File: src/rtl/reg_alu_pipe_if.sv
// Instruction-in / result-out handshake bundle for reg_alu_pipe.
// master drives instructions and out_ready; slave is the pipeline.
interface reg_alu_pipe_if #(
  parameter int DASize = 32,
  parameter int ADSize = 5,
  parameter int OPSize = 3
);
  logic              in_valid;
  logic              in_ready;
  logic [OPSize-1:0] OP;
  logic              S;
  logic [DASize-1:0] DIN;
  logic [ADSize-1:0] Write_ADDR;
  logic [ADSize-1:0] Read_ADDR_1;
  logic [ADSize-1:0] Read_ADDR_2;
  logic              out_valid;
  logic              out_ready;
  logic [DASize-1:0] alu_result;
  logic              Overflow;
  logic [ADSize-1:0] out_waddr;

  modport master (
    output in_valid, OP, S, DIN,
    output Write_ADDR, Read_ADDR_1,
    output Read_ADDR_2, out_ready,
    input  in_ready, out_valid,
    input  alu_result, Overflow,
    input  out_waddr
  );

  modport slave (
    input  in_valid, OP, S, DIN,
    input  Write_ADDR, Read_ADDR_1,
    input  Read_ADDR_2, out_ready,
    output in_ready, out_valid,
    output alu_result, Overflow,
    output out_waddr
  );
endinterface

File: src/rtl/reg_alu_pipe.sv
// Two-stage register-file ALU: operand read at acceptance,
// one-entry execute stage, writeback on retire with bypass.
module reg_alu_pipe #(
  parameter int DASize = 32,
  parameter int ADSize = 5,
  parameter int OPSize = 3
) (
  input  logic clk,
  input  logic rst,
  reg_alu_pipe_if.slave bus,
  input  logic ovf_clr,
  output logic ovf_sticky
);
  localparam int REGSize = 2**ADSize;
  localparam int SHW = $clog2(DASize);
  localparam int M = DASize - 1;

  logic [DASize-1:0] rf_q [REGSize];
  logic              valid_q;
  logic [DASize-1:0] a_q, b_q, din_q;
  logic [OPSize-1:0] op_q;
  logic              s_q;
  logic [ADSize-1:0] wa_q;
  logic              sticky_q;

  logic [DASize-1:0] a_d, b_d;
  logic [DASize-1:0] sum, dif, res;
  logic              ovf;
  logic              accept, retire;

  assign bus.in_ready = !valid_q || bus.out_ready;
  assign accept = bus.in_valid && bus.in_ready;
  assign retire = valid_q && bus.out_ready;

  assign sum = a_q + b_q;
  assign dif = a_q - b_q;

  always_comb begin
    res = din_q;
    ovf = 1'b0;
    if (s_q) begin
      unique case (op_q)
        3'b000: begin
          res = sum;
          ovf = (a_q[M] == b_q[M]) &&
                (sum[M] != a_q[M]);
        end
        3'b001: begin
          res = dif;
          ovf = (a_q[M] != b_q[M]) &&
                (dif[M] != a_q[M]);
        end
        3'b010: res = a_q & b_q;
        3'b011: res = a_q | b_q;
        3'b100: res = a_q ^ b_q;
        3'b101: res = {{(DASize-1){1'b0}},
                       $signed(a_q) < $signed(b_q)};
        3'b110: res = a_q << b_q[SHW-1:0];
        3'b111: res = a_q >> b_q[SHW-1:0];
      endcase
    end
  end

  // The retiring result is forwarded so a dependent
  // instruction accepted in the same cycle needs no stall.
  always_comb begin
    a_d = rf_q[bus.Read_ADDR_1];
    b_d = rf_q[bus.Read_ADDR_2];
    if (retire && wa_q == bus.Read_ADDR_1) a_d = res;
    if (retire && wa_q == bus.Read_ADDR_2) b_d = res;
  end

  always_ff @(posedge clk or posedge rst) begin
    if (rst) begin
      valid_q <= 1'b0;
      a_q     <= '0;
      b_q     <= '0;
      din_q   <= '0;
      op_q    <= '0;
      s_q     <= 1'b0;
      wa_q    <= '0;
    end else begin
      if (accept) begin
        valid_q <= 1'b1;
        a_q     <= a_d;
        b_q     <= b_d;
        din_q   <= bus.DIN;
        op_q    <= bus.OP;
        s_q     <= bus.S;
        wa_q    <= bus.Write_ADDR;
      end else if (retire) begin
        valid_q <= 1'b0;
      end
    end
  end

  always_ff @(posedge clk or posedge rst) begin
    if (rst) begin
      for (int i = 0; i < REGSize; i++)
        rf_q[i] <= '0;
    end else if (retire) begin
      rf_q[wa_q] <= res;
    end
  end

  always_ff @(posedge clk or posedge rst) begin
    if (rst) begin
      sticky_q <= 1'b0;
    end else if (retire && ovf) begin
      sticky_q <= 1'b1;
    end else if (ovf_clr) begin
      sticky_q <= 1'b0;
    end
  end

  assign bus.out_valid  = valid_q;
  assign bus.alu_result = res;
  assign bus.Overflow   = ovf;
  assign bus.out_waddr  = wa_q;
  assign ovf_sticky     = sticky_q;
endmodule
File: src/flat_wrapper.sv
// flat-port wrapper written by rule: the top's interface ports become plain ports
module reg_alu_pipe_flat 
#(
  parameter int DASize = 32,
  parameter int ADSize = 5,
  parameter int OPSize = 3
)
  (clk, rst, ovf_clr, ovf_sticky, bus_in_valid, bus_OP, bus_S, bus_DIN, bus_Write_ADDR, bus_Read_ADDR_1, bus_Read_ADDR_2, bus_out_ready, bus_in_ready, bus_out_valid, bus_alu_result, bus_Overflow, bus_out_waddr);
  reg_alu_pipe_if #(.DASize(DASize), .ADSize(ADSize), .OPSize(OPSize)) bus_i ();
  input  logic clk;
  input  logic rst;
  input  logic ovf_clr;
  output logic ovf_sticky;
  input wire logic [$bits(bus_i.in_valid)-1:0] bus_in_valid;
  input wire logic [$bits(bus_i.OP)-1:0] bus_OP;
  input wire logic [$bits(bus_i.S)-1:0] bus_S;
  input wire logic [$bits(bus_i.DIN)-1:0] bus_DIN;
  input wire logic [$bits(bus_i.Write_ADDR)-1:0] bus_Write_ADDR;
  input wire logic [$bits(bus_i.Read_ADDR_1)-1:0] bus_Read_ADDR_1;
  input wire logic [$bits(bus_i.Read_ADDR_2)-1:0] bus_Read_ADDR_2;
  input wire logic [$bits(bus_i.out_ready)-1:0] bus_out_ready;
  output wire logic [$bits(bus_i.in_ready)-1:0] bus_in_ready;
  output wire logic [$bits(bus_i.out_valid)-1:0] bus_out_valid;
  output wire logic [$bits(bus_i.alu_result)-1:0] bus_alu_result;
  output wire logic [$bits(bus_i.Overflow)-1:0] bus_Overflow;
  output wire logic [$bits(bus_i.out_waddr)-1:0] bus_out_waddr;
  assign bus_i.in_valid = bus_in_valid;
  assign bus_i.OP = bus_OP;
  assign bus_i.S = bus_S;
  assign bus_i.DIN = bus_DIN;
  assign bus_i.Write_ADDR = bus_Write_ADDR;
  assign bus_i.Read_ADDR_1 = bus_Read_ADDR_1;
  assign bus_i.Read_ADDR_2 = bus_Read_ADDR_2;
  assign bus_i.out_ready = bus_out_ready;
  assign bus_in_ready = bus_i.in_ready;
  assign bus_out_valid = bus_i.out_valid;
  assign bus_alu_result = bus_i.alu_result;
  assign bus_Overflow = bus_i.Overflow;
  assign bus_out_waddr = bus_i.out_waddr;
  reg_alu_pipe #(.DASize(DASize), .ADSize(ADSize), .OPSize(OPSize)) u_core (.clk(clk), .rst(rst), .bus(bus_i), .ovf_clr(ovf_clr), .ovf_sticky(ovf_sticky));
endmodule
File: config.mk
export PLATFORM = sky130hd
export DESIGN_NAME = reg_alu_pipe_flat
export DESIGN_NICKNAME = d
export VERILOG_FILES = /design/src/rtl/reg_alu_pipe_if.sv /design/src/rtl/reg_alu_pipe.sv /design/src/flat_wrapper.sv
export SDC_FILE = /design/constraint.sdc
export NUM_CORES = 2
export LEC_CHECK = 0
export ABC_AREA = 1
export CORE_AREA = 2 2 484 486
export DETAILED_ROUTE_END_ITERATION = 6
export DIE_AREA = 0 0 486 488
export PLACE_DENSITY_LB_ADDON = 0.2
export SETUP_SLACK_MARGIN = 0.1
export SYNTH_ARGS = -nofsm -noshare
export SYNTH_HDL_FRONTEND = slang
export SYNTH_SLANG_ARGS = --single-unit
File: constraint.sdc
create_clock -name clk -period 79.6 [get_ports clk]
set_clock_uncertainty 0.2 [all_clocks]
set_input_delay 7.96 -clock clk [delete_from_list [all_inputs] [get_ports clk]]
set_output_delay 7.96 -clock clk [all_outputs]
set_load 0.01 [all_outputs]
==> results.md <==
Outcome:
- The flow ran to the end, and the final reports show no timing, DRC or antenna violations.

Global route:
- Entering global routing, the biggest net connects 176 pins.
- The number of antenna violations at the first check in global routing is 10.
- The first global-routing pass estimated 466500 um of wire.
- The overall fraction of global-route tracks in use is 26.16%.
- The number of global-route vias before repair is 68017.
- The remaining global-route overflow is 0.

Synth:
- In the post-synthesis netlist, the cell with the most instances is sky130_fd_sc_hd__nand2_1.
- After synthesis, the most frequently instantiated cells are sky130_fd_sc_hd__nand2_1 (2181), sky130_fd_sc_hd__o21ai_0 (2010), sky130_fd_sc_hd__nor2_1 (1311).
- The post-synthesis net count is 10260.
- The flop and latch count out of synthesis is 1131.
- The synthesized design contains 0 enable-type register cells.
- In the post-synthesis netlist, the biggest area contributors are sky130_fd_sc_hd__dfrtp_1 (41%), sky130_fd_sc_hd__o21ai_0 (14%), sky130_fd_sc_hd__nand2_1 (12%).
- After synthesis, the share of flip-flops with an asynchronous set or reset is 100.0%.
- The dominant synthesized flop cell is sky130_fd_sc_hd__dfrtp_1.
- Counting every instance in the synthesized netlist gives 10104.
- The mapped netlist covers 0.06940 mm2.
- Of the synthesized area, sequential elements account for 40.78%.
- Synthesis instantiated 46 different standard cells from the library.
- The library cell occupying the most area in the post-synthesis netlist is sky130_fd_sc_hd__dfrtp_1.
- The top-area cell type share of the netlist area is 40.78%.
- Dividing the synthesized area by the synthesized cell count gives 6.869 um2.
- The number of warnings issued by yosys is 0.

Floorplanning:
- The floorplan has 177 rows.
- The die boundary height is 488 um.
- The count of boundary I/O pins is 97.
- The die is 486 um wide.
- The die footprint is 0.2372 mm2.
- Once the floorplan was initialized, standard cells occupied 29.93% of the core.
- The area of the placeable core is 0.2319 mm2.

STA:
- After layout, the minimum clock period comes to 17410 ps.
- The number of pins with negative max-slew slack in the final report came to 0.
- The measured slew at the worst slew-check pin is 1188 ps.
- The maximum clock frequency is 57.45 MHz.
- The part of the cycle the worst path needs is 21.87%.
- The final sum of negative setup slack is 0 ps.
- The tightest slew margin relative to the limit is 20.83%.
- The minimum setup slack in the final design is 62190 ps.
- Setup violations remaining at the end of the flow were counted as 0.
- Setup repair after global routing left no endpoint under its margin.
- On the final layout, the worst hold slack is 276.5 ps.
- The total count of hold-check failures in the final report is 0.

Placement:
- The final weighted congestion in routability-driven placement is 0.9634.
- After detailed placement, the total cell area comes to 0.07205 mm2.
- Timing analysis after detailed placement gives a worst setup slack of 62170 ps.
- Summed over all nets, the half-perimeter wirelength after detailed placement is 189500 um.
- During placement, the flow inserted port buffers numbering 96.

Critical path:
- The endpoint class of the critical path is a primary output.
- The worst reg2reg path endpoint is u_core.rf_q[2]$_DFFE_PP0P_.
- The most frequent cell on the critical path is sky130_fd_sc_hd__clkdlybuf4s50_1.
- The source of the worst register-to-register timing path is u_core.b_q[2]$_DFFE_PP0P_.
- The maximum fanout count along the critical path is 3.
- The worst setup path is launched from an input port.
- Together, buffers and inverters on the worst path number 3.
- Walking the worst path, the cells encountered are clkdlybuf4s50_1 -> inv_1 -> nand2_1 -> clkdlybuf4s50_1.
- Data on the critical path is required at its endpoint by 71440 ps.
- The family with the most delay on the worst path is buffers and inverters.
- The worst setup path is of the input port to primary output kind.
- Measured in cells, the most critical reg-to-reg path has a length of 16.
- The slowest library cell on the worst path is sky130_fd_sc_hd__clkdlybuf4s50_1.
- The slack of the worst reg-to-reg path is 74860 ps.
- Data arrives at the worst endpoint at 9250 ps.
- In this design, the stage delay of the slowest critical-path cell is 570 ps.

Clocking:
- The number of hold buffers added after CTS was 0.
- The H-tree was split into 4 levels.
- The clock passes through at most 3 buffers.
- The clock root buffer is sky130_fd_sc_hd__clkbuf_16.
- The CTS tree is yes.
- The clock drives 1131 sinks.
- The quantity of gates resized following cts is 0.
- The post-CTS setup buffer count is 0.
- The insertion delay of the later-clocked pin in the worst-skew pair is 820 ps.
- The clock input transition at the sequential cells of the worst setup and hold paths is 60 ps.
- Counting the buffers created by CTS gives 139.

Cells and area:
- The fraction of layout cells with a size suffix above 1 is 5.259%.
- The post-route cell area is 0.07689 mm2.
- The net count of the finished layout is 9798.
- The number of filler cells placed in the layout is 24841.
- In the final layout, the multi-input gates occupy 0.03554 mm2.
- The register cell area after layout is 0.02831 mm2.
- The area growth from synthesis to layout is 10.79%.

Detailed routing:
- In the routed design, unresolved DRC markers number 0.
- The number of vias per cell after detailed routing is 5.665.
- Wire segments on met3 add up to 28670 um in the final route.
- The detail route stage leaves a number of antenna-violating nets equal to 0.
- Dividing the detail-routed wire length by the instance count gives 24.90 um.
- The iteration-0 DRC count of the detailed router is 9096.
- After detailed routing, the total wire length is 318800 um.
- The first TritonRoute pass finished after 7 iterations.
- The routed wire length on met2 is 136800 um.
- The highest routed metal layer is met5.
- The detailed-route wire length on metal 1 is 139000 um.
- The final route contains 72549 vias.

Pwr:
- The power per unit of standard cell area is 30.72 mW/mm2.
- The sequential share of power is 38.6%.
- Cell internal power was estimated by the tool at 1.417 mW.
- The analysis attributes to net switching a power of 0.9443 mW.
- Of the total power, the clock network draws 28.5%.
- The leakage power is 34.62 nW.
- The peak ir drop on the vdd network is 24.27 uV.
- The switching part of the total power is 39.98%.
- In this run, the combinational gates consume 32.9% of the power.

Hold path:
- The hold path endpoint is u_core.din_q[27]$_DFFE_PP0P_.
- The worst hold path begins at u_core.din_q[27]$_DFFE_PP0P_.
- The number of cells on the worst hold path is 2.
- The class of the most critical hold timing path is flop to flop.

Job:
- The max-cap check violation count is 0.
[worst max-delay path by stage]
stage	from	end	depth (start not counted)	slack (ps)
4_1_cts	bus_out_ready	bus_in_ready	4	62170
3_5_place_dp	bus_out_ready	bus_in_ready	4	62170
2_1_floorplan	rst	u_core.a_q[0]$_DFFE_PP0P_	1	39590
3_3_place_gp	bus_out_ready	bus_in_ready	4	62150
5_1_grt	bus_out_ready	bus_in_ready	4	62110
6_report	bus_out_ready	bus_in_ready	4	62190
[per-layer routing]
| layer | vias to the layer above | GRT usage [%] |
|---|---|---|
| li1 | 32975 | - |
| met1 | 35025 | 36.26 |
| met2 | 3809 | 39.60 |
| met3 | 732 | 4.994 |
| met4 | 8 | 11.20 |
| met5 | - | 0 |
[cell families (layout without fill, tap and decap cells)]
group / count (synthesis) / count (layout) / share of synthesized area (%)
buffers and inverters: 1401 / 1052 / 8.075
XOR/XNOR: 11 / 11 / 0.1388
other: 0 / 9 / 0
adder cells (fa/ha/maj): 100 / 100 / 1.824
AO/OA/AOI/OAI: 3268 / 3268 / 24.98
flip-flops: 1131 / 1131 / 40.78
AND/OR/NAND/NOR: 4193 / 4193 / 24.20
[state kept, by name, summed over array words and instances, names as in the netlist]
register / count
u_core.b_q: 32
u_core.s_q: 1
u_core.bus.out_valid: 1
u_core.rf_q: 1024
u_core.din_q: 32
u_core.ovf_sticky: 1
u_core.a_q: 32
u_core.bus.out_waddr: 5
u_core.op_q: 3
[final cells by class]
type	instances	area share, %
Multi-Input combinational cell	7572	46.22
Antenna cell	9	0.02929
Clock buffer	208	5.453
Timing Repair Buffer	258	3.004
Sequential cell	1131	36.81
Inverter	540	2.717
Tap cell	3043	4.952
Clock inverter	46	0.8120
[cells in the final DEF, fill, tap and decap left out, types with 86 or more instances in the layout]
master | synthesis | layout
sky130_fd_sc_hd__clkbuf_16 | 0 | 143
sky130_fd_sc_hd__dfrtp_1 | 1131 | 1127
sky130_fd_sc_hd__inv_1 | 515 | 478
sky130_fd_sc_hd__a21oi_1 | 356 | 356
sky130_fd_sc_hd__ha_1 | 98 | 98
sky130_fd_sc_hd__buf_4 | 11 | 154
sky130_fd_sc_hd__clkdlybuf4s50_1 | 0 | 86
sky130_fd_sc_hd__nor2_1 | 1311 | 1311
sky130_fd_sc_hd__o21ai_1 | 327 | 327
sky130_fd_sc_hd__nand2_1 | 2181 | 2179
sky130_fd_sc_hd__nand3_1 | 570 | 568
sky130_fd_sc_hd__o22ai_1 | 388 | 388
sky130_fd_sc_hd__o21ai_0 | 2010 | 2010
[worst min-delay path, delay by kind of cell, from the launching register on]
family / cells / cell delay (ps)
flops: 1 / 330
simple gates: 2 / 110
[metrics by stage]
| step | instances | power [mW] | utilization [%] |
|---|---|---|---|
| final | 12807 | 2.362 | 33.16 |
| after global routing | 12799 | 2.518 | 33.15 |
| after CTS | 12798 | 2.361 | 33.15 |
| after detailed placement | 12544 | 1.680 | 31.07 |
| after global placement | 12544 | 1.666 | 31.07 |
| after floorplan | 10104 | 1.417 | - |
[power by group through the flow]
stage | Clock [mW] | Combinational [mW] | Sequential [mW]
global placement | 0 | 0.759 | 0.907
global route | 0.709 | 0.874 | 0.935
finish | 0.674 | 0.777 | 0.911
CTS | 0.686 | 0.770 | 0.905
floorplan | 0 | 0.542 | 0.875
detailed placement | 0 | 0.767 | 0.913
Power figures use the tool's default switching activity.
